## src/rtl/voxel_fetcher_pkg.sv

```systemverilog
// voxel_fetcher_pkg: shared types and helpers for the voxel fetch path.
// Optional feature macro used by the fetcher: VOXEL_SKIP_EMPTY_EN.
package voxel_fetcher_pkg;

  typedef enum logic [1:0] {
    ST_IDLE  = 2'd0,
    ST_ISSUE = 2'd1,
    ST_DRAIN = 2'd2,
    ST_DONE  = 2'd3
  } vf_state_e;

  // Camera pose consumed by the downstream rasterizer.
  typedef struct packed {
    logic signed [15:0] pos_x;
    logic signed [15:0] pos_y;
    logic signed [15:0] pos_z;
  } camera_t;

  // Limit a requested voxel count to what the coordinate space can address.
  function automatic logic [32:0] clamp_count(input logic [31:0] cnt,
                                              input int unsigned idx_bits);
    logic [32:0] lim;
    lim = (idx_bits >= 32) ? 33'h1_0000_0000 : (33'd1 << idx_bits);
    return ({1'b0, cnt} > lim) ? lim : {1'b0, cnt};
  endfunction

endpackage

```

## src/rtl/voxel_fetcher_sync_fifo.sv

```systemverilog
// sync_fifo: single-clock FIFO with head-of-queue output. Push and pop in the
// same cycle are both honoured even when full, giving zero-bubble throughput.
module sync_fifo #(
  parameter int WIDTH = 8,
  parameter int DEPTH = 4
) (
  input  logic                       i_clock,
  input  logic                       i_reset,
  input  logic                       i_push,
  input  logic [WIDTH-1:0]           i_push_data,
  input  logic                       i_pop,
  output logic [WIDTH-1:0]           o_head,
  output logic                       o_full,
  output logic                       o_empty,
  output logic [$clog2(DEPTH):0]     o_occupancy
);

  localparam int AW = $clog2(DEPTH);
  localparam logic [AW:0] DEPTH_L = DEPTH[AW:0];

  logic [WIDTH-1:0] r_mem [DEPTH];
  logic [AW-1:0]    r_wr_ptr;
  logic [AW-1:0]    r_rd_ptr;
  logic [AW:0]      r_count;
  logic             w_do_push;
  logic             w_do_pop;

  assign o_full      = (r_count == DEPTH_L);
  assign o_empty     = (r_count == '0);
  assign o_occupancy = r_count;
  assign o_head      = r_mem[r_rd_ptr];
  assign w_do_pop    = i_pop && !o_empty;
  assign w_do_push   = i_push && (!o_full || w_do_pop);

  // Pointer and occupancy bookkeeping.
  always_ff @(posedge i_clock) begin
    if (!i_reset) begin
      r_wr_ptr <= '0;
      r_rd_ptr <= '0;
      r_count  <= '0;
    end else begin
      if (w_do_push) r_wr_ptr <= r_wr_ptr + AW'(1);
      if (w_do_pop)  r_rd_ptr <= r_rd_ptr + AW'(1);
      case ({w_do_push, w_do_pop})
        2'b10:   r_count <= r_count + (AW+1)'(1);
        2'b01:   r_count <= r_count - (AW+1)'(1);
        default: r_count <= r_count;
      endcase
    end
  end

  // Storage write; contents are don't-care until pointed at by a push.
  always_ff @(posedge i_clock) begin
    if (w_do_push) r_mem[r_wr_ptr] <= i_push_data;
  end

endmodule

```

## src/rtl/voxel_fetcher.sv

```systemverilog
// voxel_fetcher: reads a linear array of voxel ids over an Avalon-MM pipelined
// read master and streams them out with x/y/z coordinates derived from the
// voxel index. Optional macro VOXEL_SKIP_EMPTY_EN drops id==0 voxels.
//
// state    | meaning
// ---------+---------------------------------------------------------------
// ST_IDLE  | waiting for start; responses are discarded
// ST_ISSUE | issuing reads while FIFO credit allows
// ST_DRAIN | all reads accepted; waiting for responses and FIFO to empty
// ST_DONE  | one-cycle done pulse, then back to idle
module voxel_fetcher
  import voxel_fetcher_pkg::*;
#(
  parameter int COORD_BITS   = 8,
  parameter int PALETTE_BITS = 8,
  parameter int FIFO_DEPTH   = 4,
  parameter int ADDR_STRIDE  = 1
) (
  input  logic                    clock,
  input  logic                    reset,
  input  logic                    start,
  input  logic [31:0]             voxel_buffer,
  input  logic [31:0]             voxel_count,
  output logic [31:0]             m1_address,
  output logic                    m1_read,
  input  logic                    m1_waitrequest,
  input  logic [31:0]             m1_readdata,
  input  logic                    m1_readdatavalid,
  output logic                    out_valid,
  input  logic                    out_ready,
  output logic [PALETTE_BITS-1:0] out_id,
  output logic [COORD_BITS-1:0]   out_x,
  output logic [COORD_BITS-1:0]   out_y,
  output logic [COORD_BITS-1:0]   out_z,
  output logic                    out_last,
  output logic                    busy,
  output logic                    done
);

  localparam int IDX_BITS = 3 * COORD_BITS;
  localparam int OCC_BITS = $clog2(FIFO_DEPTH) + 1;
  localparam logic [OCC_BITS:0] DEPTH_L = FIFO_DEPTH[OCC_BITS:0];

  // Entry widths follow the module parameters, so the type is declared here.
  typedef struct packed {
    logic [PALETTE_BITS-1:0] id;
    logic [IDX_BITS-1:0]     idx;
  } entry_t;

  vf_state_e          r_state;
  vf_state_e          w_state_next;
  logic [31:0]        r_addr;
  logic [32:0]        r_count;
  logic [32:0]        r_issued;
  logic [32:0]        r_resp_idx;
  logic [OCC_BITS-1:0] r_outstanding;

  logic               w_in_pass;
  logic               w_credit;
  logic               w_accept;
  logic               w_resp;
  logic               w_push;
  logic               w_pop;
  logic               w_full;
  logic               w_empty;
  logic [OCC_BITS-1:0] w_occ;
  entry_t             w_push_entry;
  entry_t             w_head;
  logic               w_unused;

  assign w_in_pass = (r_state == ST_ISSUE) || (r_state == ST_DRAIN);
  assign w_credit  = ({1'b0, r_outstanding} + {1'b0, w_occ}) < DEPTH_L;
  assign m1_read   = (r_state == ST_ISSUE) && (r_issued < r_count) && w_credit;
  assign m1_address = r_addr;
  assign w_accept  = m1_read && !m1_waitrequest;
  assign w_resp    = m1_readdatavalid && w_in_pass;
  assign busy      = w_in_pass;
  assign done      = (r_state == ST_DONE);

`ifdef VOXEL_SKIP_EMPTY_EN
  assign w_push = w_resp && (m1_readdata[PALETTE_BITS-1:0] != '0);
`else
  assign w_push = w_resp;
`endif

  assign w_push_entry.id  = m1_readdata[PALETTE_BITS-1:0];
  assign w_push_entry.idx = r_resp_idx[IDX_BITS-1:0];

  // Index layout is {y, z, x}; outputs read as zero whenever nothing is valid.
  assign out_valid = !w_empty;
  assign w_pop     = out_valid && out_ready;
  assign out_id    = out_valid ? w_head.id : '0;
  assign out_x     = out_valid ? w_head.idx[COORD_BITS-1:0] : '0;
  assign out_z     = out_valid ? w_head.idx[2*COORD_BITS-1:COORD_BITS] : '0;
  assign out_y     = out_valid ? w_head.idx[3*COORD_BITS-1:2*COORD_BITS] : '0;
  assign out_last  = out_valid && (33'(w_head.idx) == (r_count - 33'd1));

  assign w_unused = ^{m1_readdata, r_resp_idx};

  sync_fifo #(
    .WIDTH ($bits(entry_t)),
    .DEPTH (FIFO_DEPTH)
  ) u_fifo (
    .i_clock     (clock),
    .i_reset     (reset),
    .i_push      (w_push),
    .i_push_data (w_push_entry),
    .i_pop       (w_pop),
    .o_head      (w_head),
    .o_full      (w_full),
    .o_empty     (w_empty),
    .o_occupancy (w_occ)
  );

  // State register.
  always_ff @(posedge clock) begin
    if (!reset) r_state <= ST_IDLE;
    else        r_state <= w_state_next;
  end

  // Next-state decode; the FIFO holding nothing also means no handshake is pending.
  always_comb begin
    w_state_next = r_state;
    case (r_state)
      ST_IDLE:  if (start) w_state_next = (voxel_count == '0) ? ST_DONE : ST_ISSUE;
      ST_ISSUE: if (r_issued == r_count) w_state_next = ST_DRAIN;
      ST_DRAIN: if ((r_outstanding == '0) && w_empty) w_state_next = ST_DONE;
      ST_DONE:  w_state_next = ST_IDLE;
      default:  w_state_next = ST_IDLE;
    endcase
  end

  // Pass bookkeeping: address, issue/response counters, outstanding reads.
  always_ff @(posedge clock) begin
    if (!reset) begin
      r_addr        <= '0;
      r_count       <= '0;
      r_issued      <= '0;
      r_resp_idx    <= '0;
      r_outstanding <= '0;
    end else if ((r_state == ST_IDLE) && start) begin
      r_addr        <= voxel_buffer;
      r_count       <= clamp_count(voxel_count, IDX_BITS);
      r_issued      <= '0;
      r_resp_idx    <= '0;
      r_outstanding <= '0;
    end else begin
      if (w_accept) begin
        r_addr   <= r_addr + ADDR_STRIDE[31:0];
        r_issued <= r_issued + 33'd1;
      end
      if (w_resp) r_resp_idx <= r_resp_idx + 33'd1;
      case ({w_accept, w_resp})
        2'b10:   r_outstanding <= r_outstanding + OCC_BITS'(1);
        2'b01:   r_outstanding <= r_outstanding - OCC_BITS'(1);
        default: r_outstanding <= r_outstanding;
      endcase
    end
  end

endmodule
```

## config.mk

```make
export PLATFORM = sky130hd
export DESIGN_NAME = voxel_fetcher
export DESIGN_NICKNAME = d
export VERILOG_FILES = /design/src/rtl/voxel_fetcher_pkg.sv /design/src/rtl/voxel_fetcher_sync_fifo.sv /design/src/rtl/voxel_fetcher.sv
export SDC_FILE = /design/constraint.sdc
export NUM_CORES = 1
export LEC_CHECK = 0
export ABC_CLOCK_PERIOD_IN_PS = 2900
export CAP_MARGIN = 20
export CORE_ASPECT_RATIO = 0.9
export CORE_MARGIN = 5
export CORE_UTILIZATION = 40
export DETAILED_ROUTE_END_ITERATION = 12
export PLACE_DENSITY = 0.64
export SLEW_MARGIN = 20
export SYNTH_ARGS = -nofsm -noshare
export SYNTH_HDL_FRONTEND = slang
export SYNTH_HIERARCHICAL = 1
export SYNTH_SLANG_ARGS = --single-unit
```

## constraint.sdc

```tcl
create_clock -name clock -period 2.9 [get_ports clock]
set_clock_uncertainty 0.15 [all_clocks]
set_input_delay 0.58 -clock clock [delete_from_list [all_inputs] [get_ports clock]]
set_output_delay 0.58 -clock clock [all_outputs]
set_load 0.03 [all_outputs]
```

==> reports/results.tsv, run 1 <==
stage	metric	value	unit
outcome	status	finished, violations left	
outcome	failing checks	setup timing	
drt	DRC	0	
cells_and_area	number of antenna diodes	0	
floorplan	starting density of the core	40.2	%
power	PD cells	542	mW/mm^2
placed_design	dpl cells	1914	
cells_and_area	Syn-to-layout area delta	49.4	%
grt	global route hottest layer	met2	
critical_path	CP Cell Sequence	buf_12 -> mux4_2 -> xnor2_1 -> xnor2_1 -> nand3_1 -> a2111oi_4 -> buf_4 -> nand4_1 -> nor4_4 -> buf_12	
worst_hold_path	hold crit path type	register to register	
critical_path	reg2reg setup slack	-0.41	ns
critical_path	worst-path maximum fanout	7	
floorplan	Top Ports	171	
cts	cts bufs inserted	30	
cells_and_area	fin area	0.0191	mm^2
grt	number of antenna violations at the first check in global routing	0	
drt	final WL	37.7	mm
grt	met1 usage	27.9	%
placed_design	Buffers on Ports	146	
cts	CTS Hold Bufs	0	
synthesis	Synth Register Bits	263	
power	maximum vdd drop	0.532	mV
synthesis	Netlist cell types	65	
grt	gr ovfl total	0	
floorplan	Die Y	179	um
sta	Worst Max-Slew Pin Slew	0.846	ns
synthesis	Synth area leader	edfxtp_1	
cts	CTS Root Cell	clkbuf_16	
floorplan	Site Rows	62	
sta	minimum clock period	4.05	ns
synthesis	warning count from the yosys run	6	
cells_and_area	Non-Filler Instances	2013	
grt	Total GRT Usage	19.6	%
placed_design	DP Area	0.0163	mm^2
synthesis	register area share after synthesis	51.3	%
synthesis	share of the synthesized area in the top cell type	30.1	%
synthesis	Primary FF master, synth	dfxtp_1	
grt	vias in the first global route	10525	
cts	H-tree depth	1	
sta	RSZ-0062 raised after global routing	yes	
cells_and_area	layout cells sized above 1	32.9	%
critical_path	Critical Path Sink Type	output port	
cells_and_area	Nets	1727	
floorplan	area of the die	0.0356	mm^2
floorplan	die width	198	um
sta	Hold Vio Cnt, Final	0	
cts	Clk Latency, worst-skew pair	0.57	ns
drt	Post-DRT Antenna Nets	0	
synthesis	Post-synth ARST share	0	%
critical_path	startpoint types	register	
grt	largest net degree at the start of global routing	49	
cts	CTS tree	done	
critical_path	required time worst endpoint	2.17	ns
cts	clk slew on worst S/H paths	0.06	ns
synthesis	EDFF count, synth	128	
sta	fmax	247	MHz
grt	M3 GR Usage	2.68	%
critical_path	Worst Path Arrival	3.32	ns
critical_path	WP buf/inv	3	
critical_path	Slowest-stage cell, CP	mux4_2	
drt	DR vias	10738	
flow_run	max capacitance violation total	0	
cts	Clock Sinks	263	
power	Pleak	6.85	nW
synthesis	syn_area_per_cell	10.8	um^2
grt	met2 usage	32.0	%
drt	Initial DRC Count	689	
synthesis	Synth Instances	1185	
placed_design	hpwl dp	25.0	mm
critical_path	Setup CP Type	register to output port	
synthesis	mapped cell area	0.0128	mm^2
sta	fin worst setup slack	-1.15	ns
sta	Slew HR	43.4	%
drt	First-pass DRT Iterations	5	
sta	fin. max-slew vios	0	
cts	clk buf depth	3	
critical_path	slowest stage delay, CP	0.52	ns
drt	Avg WL per Cell	18.7	um
floorplan	core area	0.0317	mm^2
grt	first-pass GRT wire length	57.0	mm
placed_design	gpl congestion	0.862	
sta	Final period util	140	%
synthesis	Syn Nets	1338	
drt	DR vias/cell	5.33	
critical_path	delay-heaviest family, CP	simple AND/OR/NAND/NOR gates	
synthesis	largest cells by area after synthesis	edfxtp_1, dfxtp_1, mux4_2	
sta	Final setup viols	73	
==> path summary, 6_finish.rpt <==
path	cells past startpoint	endpoint	from
setup / recovery	10	out_last	register
hold reg to reg	2	r_count[31]	r_count[31]
setup reg to reg	15	r_outstanding[2]	r_count[18]
hold / removal	2	r_count[31]	r_count[31]
==> flip-flops by register name (all words and copies together) (netlist names), named ones only <==
signal and count:
u_fifo/r_rd_ptr 2, u_fifo/r_mem 128, r_issued 33, u_fifo/r_wr_ptr 2, r_state 2, r_count 32, r_outstanding 3, u_fifo/o_occupancy 3
m1_address 32, r_resp_idx 24
==> power by group <==
part	internal [mW]	total (mW)	switching [mW]
registers	4.07	4.22	0.146
clock network	2.33	3.86	1.53
logic	1.03	2.25	1.23
==> layer usage <==
layer | up-vias | routed length [um]
met2 | 325 | 18400
met1 | 5229 | 16500
li1 | 5134 | -
met5 | - | 0
met3 | 50 | 2200
met4 | 0 | 602
==> stage by stage <==
step	setup TNS, ns	power (mW)	hold slack [ns]	utilization [%]	setup slack (ns)
finish	-12.00	10.3	0.331	60.1	-1.15
global route	-18.22	10.7	0.360	60.1	-1.29
floorplan	-2.79	5.36	0.286	-	-0.330
detailed placement	-11.86	6.29	0.328	51.5	-0.653
CTS	-6.28	10.3	0.335	57.4	-1.18
global placement	-10.13	6.26	0.314	51.5	-0.592
==> cell families (layout without fill, tap and decap cells) <==
group	Yosys count	after routing	synth area share, %
multiplexers	38	38	6.12
buffers and inverters	111	523	3.54
adder cells (fa/ha/maj)	51	51	5.12
flip-flops	263	263	51.3
XOR/XNOR	106	106	7.28
AND/OR/NAND/NOR	434	434	18.3
AO/OA/AOI/OAI	182	182	8.31
==> worst reg2reg max path: stages (launching register included) <==
cell      delay, ns
dfxtp_4        0.36
inv_4          0.04
ha_4           0.25
nand4_1        0.20
nor4_4         0.38
nand3b_1       0.21
buf_4          0.19
o211ai_4       0.20
nor2_4         0.08
inv_4          0.09
ha_4           0.14
inv_2          0.03
fa_2           0.33
xor2_1         0.15
or3_1          0.32
a21oi_2        0.11
==> cell type report <==
type                            instances  area (um^2)
Tap cell                              416          520
Inverter                               62          243
Clock buffer                           45          867
Multi-Input combinational cell        811         6870
Sequential cell                       263         6580
Clock inverter                         10          154
Timing Repair Buffer                  406         3820
Fill cell                            2409        12700
==> cell usage after synthesis (all sizes together) (30+ instances only) <==
cell and number:
nor2b 33, a21oi 53, edfxtp 128, ha 49
xor2 30, o21ai 82, clkbuf 33, nor4 45
xnor2 76, dfxtp 135, nand3 44, nor2 83
mux4 32, nand4 39, inv 62, nand2 90
==> layout by cell type (no fill, tap or decap), drive strengths merged, types with 4 or more instances in the layout <==
master / synthesis / routed
mux2i: 6 / 6
xnor2: 76 / 76
a31oi: 6 / 6
buf: 16 / 292
and2: 14 / 14
nor2: 83 / 83
nor3: 20 / 20
nor4: 45 / 45
or4: 8 / 8
mux4: 32 / 32
inv: 62 / 63
nor2b: 33 / 33
clkbuf: 33 / 47
and3: 14 / 14
nand3: 44 / 44
nand4: 39 / 39
dfxtp: 135 / 135
edfxtp: 128 / 128
clkinv: 0 / 5
ha: 49 / 49
or3: 16 / 16
nor4b: 7 / 7
nand2: 90 / 90
and4: 10 / 10
a211oi: 8 / 8
xor2: 30 / 30
clkdlybuf4s50: 0 / 110
o21ai: 82 / 82
o31ai: 4 / 4
a21oi: 53 / 53
==> what timing repair did <==
action / 4_1_cts / 5_1_grt
buffers inserted: 17 / 30
resized for setup: 209 / 126
gates cloned: 2 / 2
endpoints found under the setup margin: 69 / 97
pin swaps: 70 / 88
Note: power is estimated with default switching activity, not from simulation.
==> inputs of run 2 (changes only) <==
--- a/config.mk
+++ b/config.mk
@@ -5,13 +5,14 @@
 export SDC_FILE = /design/constraint.sdc
 export NUM_CORES = 1
 export LEC_CHECK = 0
-export ABC_CLOCK_PERIOD_IN_PS = 2900
+export ABC_CLOCK_PERIOD_IN_PS = 5000
 export CAP_MARGIN = 20
 export CORE_ASPECT_RATIO = 0.9
 export CORE_MARGIN = 5
 export CORE_UTILIZATION = 40
 export DETAILED_ROUTE_END_ITERATION = 12
-export PLACE_DENSITY = 0.64
+export HOLD_SLACK_MARGIN = 0.15
+export PLACE_DENSITY = 0.61
 export SLEW_MARGIN = 20
 export SYNTH_ARGS = -nofsm -noshare
 export SYNTH_HDL_FRONTEND = slang
==> constraint.sdc (replaced) <==
create_clock -name clock -period 5 [get_ports clock]
set_clock_uncertainty 0.15 [all_clocks]
set_input_delay 1 -clock clock [delete_from_list [all_inputs] [get_ports clock]]
set_output_delay 1 -clock clock [all_outputs]
set_load 0.03 [all_outputs]
==> run 2 against run 1 <==
  * The run now ends clean
  * Sequential power is 42% lower
  * Sequential share of layout area up 7.0 points
  * Register-to-register slack improved by 1.4 ns
  * First-iteration DRC count decreased by 12%
  * Global-route usage decreased by 2.0 points
  * Non-clock buffer count down 238
  * Combinational power shrank 54%
  * Largest cell class is now registers
==> reports/results.tsv, run 2 (synthesis gave the netlist of run 1 again) <==
stage	metric	value	unit	change
critical_path	r2r endpoint	r_outstanding[2]		
cts	postcts setup bufs	0		-17
cells_and_area	Largest register FFs	128		unchanged
cts	clk buf depth	3		unchanged
grt	vias in the first global route	9200		-13%
floorplan	Top Ports	171		unchanged
cells_and_area	Nets	1488		-14%
cells_and_area	number of antenna diodes	0		unchanged
grt	global route hottest layer	met1		
sta	minimum clock period	4.64	ns	
drt	DRC	0		unchanged
drt	Post-DRT Antenna Nets	0		unchanged
cells_and_area	fin area	0.0158	mm^2	-17%
cts	CTS Root Cell	clkbuf_16		
cells_and_area	Util after Layout	49.7	%	-10 points
drt	DR vias	9490		-12%
cells_and_area	Reg with most FFs	u_fifo/r_mem		
critical_path	startpoint types	register		
floorplan	Site Rows	62		unchanged
placed_design	gpl congestion	0.835		-3.2%
grt	met2 usage	26.0	%	-6.0 points
floorplan	Die Y	179	um	unchanged
placed_design	DP Worst Slack	0.630	ns	+1.28 ns
cts	cts bufs inserted	29		-3.3%
drt	Avg WL per Cell	18.0	um	-3.6%
drt	final WL	32.0	mm	-15%
floorplan	area of the die	0.0356	mm^2	unchanged
floorplan	starting density of the core	40.2	%	unchanged
grt	number of antenna violations at the first check in global routing	0		unchanged
sta	fmax	215	MHz	
cts	clk slew on worst S/H paths	0.06	ns	about the same
critical_path	most used cell, CP	buf_4		
sta	Final period util	92.8	%	
outcome	status	completed		
grt	largest net degree at the start of global routing	64		+31%
critical_path	end of the critical path	out_last		
power	PD cells	365	mW/mm^2	-33%
critical_path	reg2reg setup slack	1.01	ns	+1.42 ns
cells_and_area	Syn-to-layout area delta	23.5	%	
floorplan	core area	0.0317	mm^2	unchanged
sta	RSZ-0062 raised after global routing	no		
sta	Slew HR	48.3	%	+4.9 points
grt	Total GRT Usage	17.6	%	-2.0 points
critical_path	CP Cell Sequence	mux4_2 -> xnor2_1 -> a41oi_1 -> nor3_1 -> nand3_1 -> a2111oi_1 -> buf_4 -> nand4_1 -> nor4_1 -> buf_4 -> buf_12		
cts	Clk Latency, worst-skew pair	0.54	ns	-0.03 ns
grt	met1 usage	26.8	%	-1.2 points
critical_path	slowest stage delay, CP	0.56	ns	+0.04 ns
grt	M3 GR Usage	3.14	%	+0.47 points
cells_and_area	biggest regs	u_fifo/r_mem x128, r_issued x33		
cells_and_area	Non-Filler Instances	1773		-12%
critical_path	Slowest-stage cell, CP	mux4_2		
flow_run	max capacitance violation total	0		unchanged
sta	fin worst setup slack	0.359	ns	+1.51 ns
placed_design	DP Area	0.0147	mm^2	-9.8%
critical_path	Critical Path Sink Type	output port		
worst_hold_path	min-delay src	r_count[29]		
cts	CTS tree	done		
drt	Initial DRC Count	603		-12%
grt	gr ovfl total	0		unchanged
cts	Clock Sinks	263		unchanged
placed_design	Buffers on Ports	146		unchanged
critical_path	R2R cell count	14		-1
placed_design	hpwl dp	22.4	mm	-10%
cts	CTS Hold Bufs	0		unchanged
sta	TNS Setup	0	ns	+12.00 ns
cells_and_area	most common cell after layout, fill and taps aside	clkdlybuf4s50_1		
critical_path	Worst Path Arrival	3.49	ns	+0.17 ns
drt	First-pass DRT Iterations	5		unchanged
critical_path	worst-path maximum fanout	11		+4
critical_path	reg-to-reg critical path startpoint	r_count[23]		
sta	Final setup viols	0		-100%
cells_and_area	Filler cells	2857		+19%
sta	fin. max-slew vios	0		unchanged
sta	Worst Max-Slew Pin Slew	0.769	ns	-0.0772 ns
cells_and_area	layout cells sized above 1	8.92	%	-24 points
floorplan	die width	198	um	unchanged
cts	H-tree depth	1		unchanged
critical_path	Setup CP Type	register to output port		
placed_design	dpl cells	1720		-10%
drt	DR vias/cell	5.35		+0.34%
worst_hold_path	hold crit path type	register to register		
critical_path	required time worst endpoint	3.85	ns	+1.68 ns
power	maximum vdd drop	0.260	mV	-51%
power	Pleak	5.32	nW	-22%
sta	Hold Vio Cnt, Final	0		unchanged
cells_and_area	commonest non-fill, non-tap cells in the layout	clkdlybuf4s50_1, dfxtp_1, edfxtp_1		
grt	first-pass GRT wire length	51.1	mm	-10%
## run 2: critical path, delay by kind of cell (launching register included)
family          cells  cell delay, ns
buf+inv             3            0.49
simple gates        4            0.64
xor+xnor            1            0.26
mux                 1            0.56
flops               1            0.49
compound gates      2            0.53
## run 2: through the flow
stage	total power, mW	hold WS, ns
3_5_place_dp	3.53	0.312
3_3_place_gp	3.52	0.306
2_1_floorplan	3.10	0.286
4_1_cts	5.82	0.322
5_1_grt	6.00	0.344
6_report	5.75	0.318
## run 2: metal layers
metal | wire length, um | share of wire, %
met5 | 0 | 0
met4 | 629 | 2.0
met3 | 1940 | 6.1
met2 | 13900 | 44
met1 | 15500 | 48
## run 2: how the worst min path moves through the flow
stage / end / slack [ns] / depth (start not counted)
finish: r_count[29] / 0.32 / 2
global route: r_count[29] / 0.34 / 2
CTS: r_count[29] / 0.32 / 2
detailed placement: r_count[29] / 0.31 / 2
global placement: r_count[29] / 0.31 / 2
floorplan: r_count[29] / 0.29 / 2
## run 2: power by group
part / switching, mW / total [mW] / internal [mW] / leakage (nW)
clock network: 0.843 / 2.27 / 1.42 / 0.507
logic: 0.606 / 1.03 / 0.425 / 2.46
registers: 0.0871 / 2.45 / 2.36 / 2.34
## run 2: layout make-up
class / count / area, um^2 / share of cell area (%)
repair buffers: 168 / 1640 / 10.4
clock inverters: 10 / 179 / 1.14
well taps: 416 / 520 / 3.30
multi-input cells: 811 / 5790 / 36.7
clock buffers: 43 / 848 / 5.38
flip-flops and latches: 263 / 6550 / 41.6
inverters: 62 / 233 / 1.48
## run 2: repair_timing
action                                  CTS  global route
gates resized for setup                   0             4
endpoints found under the hold margin     0             0
endpoints found under the setup margin    0             1
